## config.mk

```make
export PLATFORM = sky130hd
export DESIGN_NAME = ami_flat
export DESIGN_NICKNAME = d
export VERILOG_FILES = /design/src/rtl/ami_if.sv /design/src/rtl/ami.sv /design/src/flat_wrapper.sv
export SDC_FILE = /design/constraint.sdc
export NUM_CORES = 1
export LEC_CHECK = 0
export BUFFER_PORTS_ARGS = -buffer_cell sky130_fd_sc_hd__buf_4
export CAP_MARGIN = 30
export CORE_AREA = 2 2 318 320
export DETAILED_ROUTE_END_ITERATION = 10
export DIE_AREA = 0 0 320 322
export PLACE_DENSITY = 0.3
export REMOVE_ABC_BUFFERS = 1
export SYNTH_ARGS = -nofsm -noshare
export SYNTH_HDL_FRONTEND = slang
export SYNTH_SLANG_ARGS = --single-unit
```

## constraint.sdc

```tcl
create_clock -name ACLK -period 2.2 [get_ports ACLK]
set_input_delay 0.11 -clock ACLK [delete_from_list [all_inputs] [get_ports ACLK]]
set_output_delay 0.11 -clock ACLK [all_outputs]
set_load 0.005 [all_outputs]
```

## src/rtl/ami_if.sv

```systemverilog
// ---------------------------------------------------------------------------
// ami_if : AXI4 bus bundle between the ami master and an AXI slave.
//   master modport : drives AW/W/AR channels and BREADY/RREADY,
//                    observes AWREADY/WREADY/ARREADY and the B/R channels.
//   slave  modport : the mirror image, for slave models or real slaves.
// Parameters: DW data width, AW address width, IW ID width, LW AxLEN width,
//             SW AxSIZE width. WSTRB width is DW/8.
// ---------------------------------------------------------------------------
interface ami_if #(
  parameter int DW = 128,
  parameter int AW = 40,
  parameter int IW = 8,
  parameter int LW = 8,
  parameter int SW = 3
);
  // write address channel
  logic [IW-1:0]   awid;
  logic [AW-1:0]   awaddr;
  logic [LW-1:0]   awlen;
  logic [SW-1:0]   awsize;
  logic [1:0]      awburst;
  logic            awvalid;
  logic            awready;
  // write data channel
  logic [DW-1:0]   wdata;
  logic [DW/8-1:0] wstrb;
  logic            wlast;
  logic            wvalid;
  logic            wready;
  // write response channel
  logic [IW-1:0]   bid;
  logic [1:0]      bresp;
  logic            bvalid;
  logic            bready;
  // read address channel
  logic [IW-1:0]   arid;
  logic [AW-1:0]   araddr;
  logic [LW-1:0]   arlen;
  logic [SW-1:0]   arsize;
  logic [1:0]      arburst;
  logic            arvalid;
  logic            arready;
  // read data channel
  logic [IW-1:0]   rid;
  logic [DW-1:0]   rdata;
  logic [1:0]      rresp;
  logic            rlast;
  logic            rvalid;
  logic            rready;

  modport master (
    output awid, awaddr, awlen, awsize, awburst, awvalid,
    input  awready,
    output wdata, wstrb, wlast, wvalid,
    input  wready,
    input  bid, bresp, bvalid,
    output bready,
    output arid, araddr, arlen, arsize, arburst, arvalid,
    input  arready,
    input  rid, rdata, rresp, rlast, rvalid,
    output rready
  );

  modport slave (
    input  awid, awaddr, awlen, awsize, awburst, awvalid,
    output awready,
    input  wdata, wstrb, wlast, wvalid,
    output wready,
    output bid, bresp, bvalid,
    input  bready,
    input  arid, araddr, arlen, arsize, arburst, arvalid,
    output arready,
    output rid, rdata, rresp, rlast, rvalid,
    input  rready
  );
endinterface

```

## src/rtl/ami.sv

```systemverilog
// ---------------------------------------------------------------------------
// ami : AXI4 master interface.
//   Converts user burst commands into AXI4 INCR bursts. Write and read paths
//   are independent FSMs, each with one outstanding transaction. Beat data
//   passes straight through between the user ports and the AXI bus (no
//   buffering), so the user handshakes are the AXI handshakes while a burst
//   is in its data phase.
// Ports:
//   ACLK, ARESETn             clock, asynchronous active-low reset
//   axi (ami_if.master)       AXI4 AW/W/B/AR/R channels
//   usr_wcmd_*                write command (addr/len/size) handshake
//   usr_wdata/wstrb/wvalid/wready  write beat stream
//   usr_wdone, usr_wresp      1-cycle completion pulse, last BRESP (held)
//   usr_rcmd_*                read command (addr/len/size) handshake
//   usr_rdata/rresp/rlast/rvalid/rready  read beat stream
//   usr_rdone, usr_rerr       1-cycle completion pulse, sticky RLAST error
// ---------------------------------------------------------------------------
module ami #(
  parameter int                AXI_DW     = 128,
  parameter int                AXI_AW     = 40,
  parameter int                AXI_IW     = 8,
  parameter int                AXI_LW     = 8,
  parameter int                AXI_SW     = 3,
  parameter logic [AXI_IW-1:0] AMI_ID     = '0,
  parameter int                AXI_WSTRBW = AXI_DW / 8
) (
  input  logic                  ACLK,
  input  logic                  ARESETn,
  ami_if.master                 axi,
  // write command / beat stream
  input  logic                  usr_wcmd_valid,
  output logic                  usr_wcmd_ready,
  input  logic [AXI_AW-1:0]     usr_wcmd_addr,
  input  logic [AXI_LW-1:0]     usr_wcmd_len,
  input  logic [AXI_SW-1:0]     usr_wcmd_size,
  input  logic [AXI_DW-1:0]     usr_wdata,
  input  logic [AXI_WSTRBW-1:0] usr_wstrb,
  input  logic                  usr_wvalid,
  output logic                  usr_wready,
  output logic                  usr_wdone,
  output logic [1:0]            usr_wresp,
  // read command / beat stream
  input  logic                  usr_rcmd_valid,
  output logic                  usr_rcmd_ready,
  input  logic [AXI_AW-1:0]     usr_rcmd_addr,
  input  logic [AXI_LW-1:0]     usr_rcmd_len,
  input  logic [AXI_SW-1:0]     usr_rcmd_size,
  output logic [AXI_DW-1:0]     usr_rdata,
  output logic [1:0]            usr_rresp,
  output logic                  usr_rlast,
  output logic                  usr_rvalid,
  input  logic                  usr_rready,
  output logic                  usr_rdone,
  output logic                  usr_rerr
);

  localparam logic [1:0] BURST_INCR = 2'b01;

  localparam logic [1:0] W_IDLE = 2'd0;
  localparam logic [1:0] W_ADDR = 2'd1;
  localparam logic [1:0] W_DATA = 2'd2;
  localparam logic [1:0] W_RESP = 2'd3;

  localparam logic [1:0] R_IDLE = 2'd0;
  localparam logic [1:0] R_ADDR = 2'd1;
  localparam logic [1:0] R_DATA = 2'd2;

  logic [1:0]        wstate;
  logic [1:0]        rstate;
  logic [AXI_AW-1:0] aw_addr;
  logic [AXI_LW-1:0] aw_len;
  logic [AXI_SW-1:0] aw_size;
  logic [AXI_AW-1:0] ar_addr;
  logic [AXI_LW-1:0] ar_len;
  logic [AXI_SW-1:0] ar_size;
  logic [AXI_LW-1:0] wcnt;
  logic [AXI_LW-1:0] rcnt;

  logic w_beat;
  logic w_last_beat;
  logic r_beat;
  logic r_last_beat;

  // BID/RID are not used: only one transaction per direction is in flight.
  logic unused_ids;
  assign unused_ids = ^{axi.bid, axi.rid};

  // ---------------- write path ----------------
  assign usr_wcmd_ready = (wstate == W_IDLE);

  assign axi.awid    = AMI_ID;
  assign axi.awaddr  = aw_addr;
  assign axi.awlen   = aw_len;
  assign axi.awsize  = aw_size;
  assign axi.awburst = BURST_INCR;
  assign axi.awvalid = (wstate == W_ADDR);

  // W is gated by state so no beat can leave before the AW handshake.
  assign axi.wdata   = usr_wdata;
  assign axi.wstrb   = usr_wstrb;
  assign axi.wvalid  = (wstate == W_DATA) & usr_wvalid;
  assign usr_wready  = (wstate == W_DATA) & axi.wready;
  assign w_last_beat = (wcnt == aw_len);
  assign axi.wlast   = (wstate == W_DATA) & w_last_beat;
  assign w_beat      = axi.wvalid & axi.wready;

  assign axi.bready  = (wstate == W_RESP);

  always_ff @(posedge ACLK or negedge ARESETn) begin
    if (!ARESETn) begin
      wstate    <= W_IDLE;
      wcnt      <= '0;
      aw_addr   <= '0;
      aw_len    <= '0;
      aw_size   <= '0;
      usr_wdone <= 1'b0;
      usr_wresp <= 2'b00;
    end else begin
      usr_wdone <= 1'b0;
      case (wstate)
        W_IDLE: begin
          if (usr_wcmd_valid) begin
            aw_addr <= usr_wcmd_addr;
            aw_len  <= usr_wcmd_len;
            aw_size <= usr_wcmd_size;
            wstate  <= W_ADDR;
          end
        end
        W_ADDR: begin
          if (axi.awready) begin
            wcnt   <= '0;
            wstate <= W_DATA;
          end
        end
        W_DATA: begin
          // The counter stops at aw_len, so len=255 never wraps.
          if (w_beat) begin
            if (w_last_beat) wstate <= W_RESP;
            else             wcnt   <= wcnt + 1'b1;
          end
        end
        W_RESP: begin
          if (axi.bvalid) begin
            usr_wdone <= 1'b1;
            usr_wresp <= axi.bresp;
            wstate    <= W_IDLE;
          end
        end
        default: wstate <= W_IDLE;
      endcase
    end
  end

  // ---------------- read path ----------------
  assign usr_rcmd_ready = (rstate == R_IDLE);

  assign axi.arid    = AMI_ID;
  assign axi.araddr  = ar_addr;
  assign axi.arlen   = ar_len;
  assign axi.arsize  = ar_size;
  assign axi.arburst = BURST_INCR;
  assign axi.arvalid = (rstate == R_ADDR);

  assign usr_rdata   = axi.rdata;
  assign usr_rresp   = axi.rresp;
  assign usr_rvalid  = (rstate == R_DATA) & axi.rvalid;
  assign axi.rready  = (rstate == R_DATA) & usr_rready;
  assign r_last_beat = (rcnt == ar_len);
  assign usr_rlast   = (rstate == R_DATA) & r_last_beat;
  assign r_beat      = axi.rvalid & axi.rready;

  always_ff @(posedge ACLK or negedge ARESETn) begin
    if (!ARESETn) begin
      rstate    <= R_IDLE;
      rcnt      <= '0;
      ar_addr   <= '0;
      ar_len    <= '0;
      ar_size   <= '0;
      usr_rdone <= 1'b0;
      usr_rerr  <= 1'b0;
    end else begin
      usr_rdone <= 1'b0;
      case (rstate)
        R_IDLE: begin
          if (usr_rcmd_valid) begin
            ar_addr  <= usr_rcmd_addr;
            ar_len   <= usr_rcmd_len;
            ar_size  <= usr_rcmd_size;
            usr_rerr <= 1'b0;
            rstate   <= R_ADDR;
          end
        end
        R_ADDR: begin
          if (axi.arready) begin
            rcnt   <= '0;
            rstate <= R_DATA;
          end
        end
        R_DATA: begin
          // The burst length comes from our own count; RLAST is only
          // cross-checked and never ends the burst early or late.
          if (r_beat) begin
            if (axi.rlast != r_last_beat) usr_rerr <= 1'b1;
            if (r_last_beat) begin
              usr_rdone <= 1'b1;
              rstate    <= R_IDLE;
            end else begin
              rcnt <= rcnt + 1'b1;
            end
          end
        end
        default: rstate <= R_IDLE;
      endcase
    end
  end

endmodule

```

## src/flat_wrapper.sv

```systemverilog
// flat-port wrapper written by rule: the top's interface ports become plain ports
module ami_flat 
#(
  parameter int                AXI_DW     = 128,
  parameter int                AXI_AW     = 40,
  parameter int                AXI_IW     = 8,
  parameter int                AXI_LW     = 8,
  parameter int                AXI_SW     = 3,
  parameter logic [AXI_IW-1:0] AMI_ID     = '0,
  parameter int                AXI_WSTRBW = AXI_DW / 8
)
  (ACLK, ARESETn, usr_wcmd_valid, usr_wcmd_ready, usr_wcmd_addr, usr_wcmd_len, usr_wcmd_size, usr_wdata, usr_wstrb, usr_wvalid, usr_wready, usr_wdone, usr_wresp, usr_rcmd_valid, usr_rcmd_ready, usr_rcmd_addr, usr_rcmd_len, usr_rcmd_size, usr_rdata, usr_rresp, usr_rlast, usr_rvalid, usr_rready, usr_rdone, usr_rerr, axi_awid, axi_awaddr, axi_awlen, axi_awsize, axi_awburst, axi_awvalid, axi_awready, axi_wdata, axi_wstrb, axi_wlast, axi_wvalid, axi_wready, axi_bid, axi_bresp, axi_bvalid, axi_bready, axi_arid, axi_araddr, axi_arlen, axi_arsize, axi_arburst, axi_arvalid, axi_arready, axi_rid, axi_rdata, axi_rresp, axi_rlast, axi_rvalid, axi_rready);
  ami_if #(.DW((128)), .AW((40)), .IW((8)), .LW((8)), .SW((3))) axi_i ();
  input  logic ACLK;
  input  logic ARESETn;
  input  logic usr_wcmd_valid;
  output logic usr_wcmd_ready;
  input  logic [AXI_AW-1:0] usr_wcmd_addr;
  input  logic [AXI_LW-1:0] usr_wcmd_len;
  input  logic [AXI_SW-1:0] usr_wcmd_size;
  input  logic [AXI_DW-1:0] usr_wdata;
  input  logic [AXI_WSTRBW-1:0] usr_wstrb;
  input  logic usr_wvalid;
  output logic usr_wready;
  output logic usr_wdone;
  output logic [1:0] usr_wresp;
  input  logic usr_rcmd_valid;
  output logic usr_rcmd_ready;
  input  logic [AXI_AW-1:0] usr_rcmd_addr;
  input  logic [AXI_LW-1:0] usr_rcmd_len;
  input  logic [AXI_SW-1:0] usr_rcmd_size;
  output logic [AXI_DW-1:0] usr_rdata;
  output logic [1:0] usr_rresp;
  output logic usr_rlast;
  output logic usr_rvalid;
  input  logic usr_rready;
  output logic usr_rdone;
  output logic usr_rerr;
  output wire logic [$bits(axi_i.awid)-1:0] axi_awid;
  output wire logic [$bits(axi_i.awaddr)-1:0] axi_awaddr;
  output wire logic [$bits(axi_i.awlen)-1:0] axi_awlen;
  output wire logic [$bits(axi_i.awsize)-1:0] axi_awsize;
  output wire logic [$bits(axi_i.awburst)-1:0] axi_awburst;
  output wire logic [$bits(axi_i.awvalid)-1:0] axi_awvalid;
  input wire logic [$bits(axi_i.awready)-1:0] axi_awready;
  output wire logic [$bits(axi_i.wdata)-1:0] axi_wdata;
  output wire logic [$bits(axi_i.wstrb)-1:0] axi_wstrb;
  output wire logic [$bits(axi_i.wlast)-1:0] axi_wlast;
  output wire logic [$bits(axi_i.wvalid)-1:0] axi_wvalid;
  input wire logic [$bits(axi_i.wready)-1:0] axi_wready;
  input wire logic [$bits(axi_i.bid)-1:0] axi_bid;
  input wire logic [$bits(axi_i.bresp)-1:0] axi_bresp;
  input wire logic [$bits(axi_i.bvalid)-1:0] axi_bvalid;
  output wire logic [$bits(axi_i.bready)-1:0] axi_bready;
  output wire logic [$bits(axi_i.arid)-1:0] axi_arid;
  output wire logic [$bits(axi_i.araddr)-1:0] axi_araddr;
  output wire logic [$bits(axi_i.arlen)-1:0] axi_arlen;
  output wire logic [$bits(axi_i.arsize)-1:0] axi_arsize;
  output wire logic [$bits(axi_i.arburst)-1:0] axi_arburst;
  output wire logic [$bits(axi_i.arvalid)-1:0] axi_arvalid;
  input wire logic [$bits(axi_i.arready)-1:0] axi_arready;
  input wire logic [$bits(axi_i.rid)-1:0] axi_rid;
  input wire logic [$bits(axi_i.rdata)-1:0] axi_rdata;
  input wire logic [$bits(axi_i.rresp)-1:0] axi_rresp;
  input wire logic [$bits(axi_i.rlast)-1:0] axi_rlast;
  input wire logic [$bits(axi_i.rvalid)-1:0] axi_rvalid;
  output wire logic [$bits(axi_i.rready)-1:0] axi_rready;
  assign axi_awid = axi_i.awid;
  assign axi_awaddr = axi_i.awaddr;
  assign axi_awlen = axi_i.awlen;
  assign axi_awsize = axi_i.awsize;
  assign axi_awburst = axi_i.awburst;
  assign axi_awvalid = axi_i.awvalid;
  assign axi_i.awready = axi_awready;
  assign axi_wdata = axi_i.wdata;
  assign axi_wstrb = axi_i.wstrb;
  assign axi_wlast = axi_i.wlast;
  assign axi_wvalid = axi_i.wvalid;
  assign axi_i.wready = axi_wready;
  assign axi_i.bid = axi_bid;
  assign axi_i.bresp = axi_bresp;
  assign axi_i.bvalid = axi_bvalid;
  assign axi_bready = axi_i.bready;
  assign axi_arid = axi_i.arid;
  assign axi_araddr = axi_i.araddr;
  assign axi_arlen = axi_i.arlen;
  assign axi_arsize = axi_i.arsize;
  assign axi_arburst = axi_i.arburst;
  assign axi_arvalid = axi_i.arvalid;
  assign axi_i.arready = axi_arready;
  assign axi_i.rid = axi_rid;
  assign axi_i.rdata = axi_rdata;
  assign axi_i.rresp = axi_rresp;
  assign axi_i.rlast = axi_rlast;
  assign axi_i.rvalid = axi_rvalid;
  assign axi_rready = axi_i.rready;
  ami #(.AXI_DW(AXI_DW), .AXI_AW(AXI_AW), .AXI_IW(AXI_IW), .AXI_LW(AXI_LW), .AXI_SW(AXI_SW), .AMI_ID(AMI_ID), .AXI_WSTRBW(AXI_WSTRBW)) u_core (.ACLK(ACLK), .ARESETn(ARESETn), .axi(axi_i), .usr_wcmd_valid(usr_wcmd_valid), .usr_wcmd_ready(usr_wcmd_ready), .usr_wcmd_addr(usr_wcmd_addr), .usr_wcmd_len(usr_wcmd_len), .usr_wcmd_size(usr_wcmd_size), .usr_wdata(usr_wdata), .usr_wstrb(usr_wstrb), .usr_wvalid(usr_wvalid), .usr_wready(usr_wready), .usr_wdone(usr_wdone), .usr_wresp(usr_wresp), .usr_rcmd_valid(usr_rcmd_valid), .usr_rcmd_ready(usr_rcmd_ready), .usr_rcmd_addr(usr_rcmd_addr), .usr_rcmd_len(usr_rcmd_len), .usr_rcmd_size(usr_rcmd_size), .usr_rdata(usr_rdata), .usr_rresp(usr_rresp), .usr_rlast(usr_rlast), .usr_rvalid(usr_rvalid), .usr_rready(usr_rready), .usr_rdone(usr_rdone), .usr_rerr(usr_rerr));
endmodule
```

Word level (Yosys, flattened, before mapping)

Cells that the tools add are included.
W data, S select, Z words.

Mux-type cells: 28
Add/subtract/negate cells: 2
Bitwise gates (word level): 8
Reduce and logical (&&, ||, !) cells: 13
Equal/unequal tests: 20

Operators with widths:

| operator              | number |
|---|---|
| $mux W8               | 6 |
| $pmux W8 S2           | 2 |
| $mux W2               | 9 |
| $add A8 B1 Y8 const B | 2 |
| $eq A8 B8 Y1          | 2 |
| $reduce_and A4 Y1     | 4 |
| $ne A2 B1 Y1 const B  | 6 |
| $ne A2 B2 Y1 const B  | 6 |
| $and A1 B1 Y1         | 8 |
| $mux W1               | 8 |
| $pmux W2 S4           | 1 |
| $eq A2 B2 Y1 const B  | 3 |
| $pmux W2 S3           | 1 |
| $reduce_and A2 Y1     | 3 |
| $reduce_bool A2 Y1    | 3 |
| $reduce_and A5 Y1     | 1 |
| $eq A2 B1 Y1 const B  | 2 |
| $logic_not A2 Y1      | 2 |
| $pmux W1 S2           | 1 |
| $ne A1 B1 Y1          | 1 |

Word-level logic and storage cells: 85
Register bits after elaboration: 127
Output and inout port bits: 412
Input port bits: 406

Depth between registers and ports, before layout

Word-level depth: 5
Depth in mapped cells: 8

Worst setup path before layout

OpenSTA, ideal clock, no wires.

Path kind: register to register
Start point: register u_core.wstate[1]
End point: register u_core.wcnt[4]
Arrival time: 1.793 ns
Data required time: 2.131 ns
Setup slack: 0.338 ns
Clock period less this slack: 1.862 ns
Stages on the path, launching flop included: 9
Setup time: 0.069 ns
Cells stage by stage: dfrtp_1 > inv_1 > ha_1 > nor2b_1 > a21oi_4 > o21ai_0 > buf_2 > or4_1 > nand3_1

RTL lines:

| what                                                                | RTL line           | source |
|---|---|---|
| start, declared                                                     | ami.sv:68          | `logic [1:0] wstate;` |
| start signal, assigned                                              | ami.sv:111         | `wstate <= W_IDLE;` |
| start signal, assigned                                              | ami.sv:126         | `wstate <= W_ADDR;` |
| start signal, assigned                                              | ami.sv:132         | `wstate <= W_DATA;` |
| $eq A2 B1 Y1 *                                                      | -                  |  |
| named net axi_awvalid                                               | flat_wrapper.sv:44 | `output wire logic [$bits(axi_i.awvalid)-1:0] axi_awvalid;` |
| $ne A2 B1 Y1 (no line) / $reduce_bool A2 Y1 (equally long branches) | -                  |  |
| $reduce_and A4 Y1 (no line)                                         | -                  |  |
| end signal, assigned                                                | ami.sv:139         | `else wcnt <= wcnt + 1'b1;` |
| end, declared                                                       | ami.sv:76          | `logic [AXI_LW-1:0] wcnt;` |

The timed path passes the listed nets; every way through them passes the cells marked *.
A chain may end at the register's enable or synchronous reset.

Worst setup path in the final report

Start point: register u_core.ar_len[7], in the netlist u_core.axi.arlen[7]
End point: output port usr_rlast

Longest elaborated chain between the ends: 2

Ends and longest elaborated chain:

| what                   | RTL line           | source |
|---|---|---|
| start, declared        | ami.sv:74          | `logic [AXI_LW-1:0] ar_len;` |
| start signal, assigned | ami.sv:187         | `ar_len <= usr_rcmd_len;` |
| $eq A8 B8 Y1           | ami.sv:168         | `assign r_last_beat = (rcnt == ar_len);` |
| $and A1 B1 Y1          | ami.sv:169         | `assign usr_rlast = (rstate == R_DATA) & r_last_beat;` |
| end, declared          | flat_wrapper.sv:34 | `output logic usr_rlast;` |

No other way between the ends.

==> reports/metrics.yaml <==
die_h_um: 322
required_ns: 2.09
fin_tns_setup_ns: 0
highest_layer: "met5"
r2r_start: "u_core.wstate[1]"
hold_viol_final: 0
netlist_area_um2: 7680
ys_warn_count: 0
critical_path.max_fanout: 6
slew_viol_final: 0
synth_edf_count: 0
fmax_ghz: 0.486
rows: 116
grt_max_degree: 71
reg2reg_to: "u_core.wcnt[3]"
multi_input_area_um2: 2280
h-tree-depth: 4
synth-seq-cells: 127
grt_pass1_vias: 6382
worstPathCellList: "xnor2_1 -> nand4_1 -> or2_4 -> nor2_4 -> buf_4"
crit_family: "simple AND/OR/NAND/NOR gates"
synthTopCellsByArea: "dfrtp_1, buf_4, nand2_1"
ys_seq_area_frac: 0.414
peakVddDrop_mv: 0.554
arrival_ns: 1.95
seqCellArea_um2: 3180
drive_above_1_share: 0.402
status: "completed"
reg2regPathDepth: 8
clkSlewWorstSetupHoldPaths_ns: 0.07
antenna_found_initial: 4
fin_skew_ns: 0.0247
crit_type: "reg -> out"
hold_path_class: "in -> async"
yosysMostFrequentCell: "buf_4"
grt-ovfl-total: 0
ys.flop_type: "dfrtp_1"
min_period_over_period: 0.936
cts_buffer_depth: 2
ioPinCount: 818
fin_nets: 1297
cts_tree: "built"
portBuffers: 233
clock_latency_ns: 0.52
totalWireLength_um: 123000
setup_viol: 0
end_kind: "primary output"
grt_use_total: 0.236
dr_wl_met2_um: 56000
syn_to_final_growth_pct: 41.0
drt_iter0_drc: 389
yosysTopAreaCell: "dfrtp_1"
crit_path_top_delay_cell: "dfrtp_1"
synth_compound_area_frac: 0.0450
dieWidth_um: 320
p_leak_uw: 0.00468
cts_sinks: 127
reg2reg_slack_ns: 0.25
wl_met1_um: 15600
p_total_uw: 12900
synthXorXnorAreaFrac: 0.0194
drc_errors: 0
start_util: 0.0771
cap_violations: 0
fillers: 11503
wl_per_cell_um: 56.2
synth_cells: 796
async_flop_share: 1.00
slowest_delay_ns: 0.41
clock-root-buffer: "clkbuf_16"
yosysUniqueCellTypes: 51
routed_via_density: 3.01
synthTopCellsByCount: "buf_4, nand2_1, dfrtp_1"
synthAdderAreaFrac: 0.0114
core-area_um2: 99600
rsz0062_at_grt: "false"
fin_crit_ns: 2.06
met3_length_um: 41600
synth_top_area_frac: 0.414
drtPass1Iterations: 7
synth_top_family_by_area: "buffers and inverters"
fp.dieArea_um2: 103000
synth_mux_area_frac: 0.0807
detail-route-antenna-nets: 0
crit_buf_inv: 1
hpwl_um: 115000
cts_buffers: 17
syn_avg_cell_area_um2: 9.64
routabilityCongestion: 1.22
grt_pass1_wl_um: 139000
synth-simple-area-share: 0.127
power_density_nw_per_um2: 1190
cp-start-kind: "flip-flop"
vias: 6614
-- where the power goes --
group | switching, uW | internal [uW] | total [uW]
clock | 1420 | 1930 | 3340
combinational | 2460 | 2870 | 5320
sequential | 855 | 3410 | 4260
total | 4730 | 8200 | 12900
-- through the flow --
step | std cells | util | area, um^2 | worst slack, ns | hold slack, ns
after global routing | 2195 | 0.109 | 10800 | 0.0123 | 0.0414
after CTS | 2194 | 0.109 | 10800 | 0.0420 | 0.00492
final | 2195 | 0.109 | 10800 | 0.141 | 0.0586
after detailed placement | 2051 | 0.0910 | 9060 | 0.249 | 0.0234
after floorplan | 499 | - | 5450 | -0.128 | -0.186
after global placement | 2051 | 0.0910 | 9060 | 0.201 | 0.0268
-- cells in the final DEF, fill, tap and decap left out, drive strengths merged, types with 8 or more instances in the layout --
master,instances
nand3,8
dfrtp,127
xnor2,16
nand2,175
buf,258
dlygate4sd3,108
nor2,10
mux2,55
conb,20
clkbuf,19
inv,9
-- logic make-up (layout without fill, tap and decap cells) --
family,after synthesis,count (layout)
fa+ha+maj,7,7
xor+xnor,17,17
buf+inv,322,404
compound gates,43,43
mux,55,55
flops,127,127
other cells,2,21
simple gates,223,223
-- worst register-to-register path, stage by stage (launching register included) --
cell     delay, ns
dfrtp_1       0.39
inv_1         0.10
ha_1          0.22
nor2b_1       0.16
a21oi_4       0.14
o21ai_0       0.11
buf_4         0.17
or4_1         0.51
nand3_1       0.09
-- final cells by class --
| class | count | area share |
|---|---|---|
| diodes | 1 | 0.000231 |
| clock buffers | 19 | 0.0409 |
| clock inverters | 12 | 0.0170 |
| inverters | 7 | 0.00243 |
| multi-input cells | 365 | 0.211 |
| flip-flops and latches | 127 | 0.294 |
| well taps | 1298 | 0.150 |
| repair buffers | 366 | 0.285 |
-- layer usage --
metal | global-route usage | vias up
met4 | 0.134 | 20
met2 | 0.387 | 1100
met1 | 0.0802 | 2946
met5 | 0.0558 | -
li1 | - | 2420
met3 | 0.378 | 128
-- timing repair --
item | in CTS | in global routing
hold buffers | 108 | 0
resized for setup | 6 | 0
endpoints found under the hold margin | 235 | 0
buffers inserted | 5 | 0
endpoints found under the setup margin | 2 | 0
-- worst max path at each step --
| stage | depth (start not counted) | slack, ns | from | to |
|---|---|---|---|---|
| after CTS | 5 | 0.04 | u_core.rcnt[1] | usr_rlast |
| after global placement | 7 | 0.20 | u_core.wstate[0] | u_core.wcnt[3] |
| after detailed placement | 8 | 0.25 | u_core.wstate[1] | u_core.wcnt[3] |
| after global routing | 5 | 0.01 | u_core.axi.arlen[1] | usr_rlast |
| final | 5 | 0.14 | u_core.axi.arlen[7] | usr_rlast |
| after floorplan | 4 | -0.13 | u_core.wstate[0] | u_core.axi.awaddr[0] |
-- flip-flops by register name, summed over array words and instances, names as in the netlist --
name / count
u_core.axi.awaddr: 40
u_core.axi.arsize: 3
u_core.usr_rerr: 1
u_core.axi.awsize: 3
u_core.axi.araddr: 40
u_core.usr_rdone: 1
u_core.wstate: 2
u_core.axi.arlen: 8
u_core.axi.awlen: 8
u_core.rstate: 2
u_core.rcnt: 8
u_core.usr_wresp: 2
u_core.wcnt: 8
u_core.usr_wdone: 1
Power figures use the tool's default switching activity.
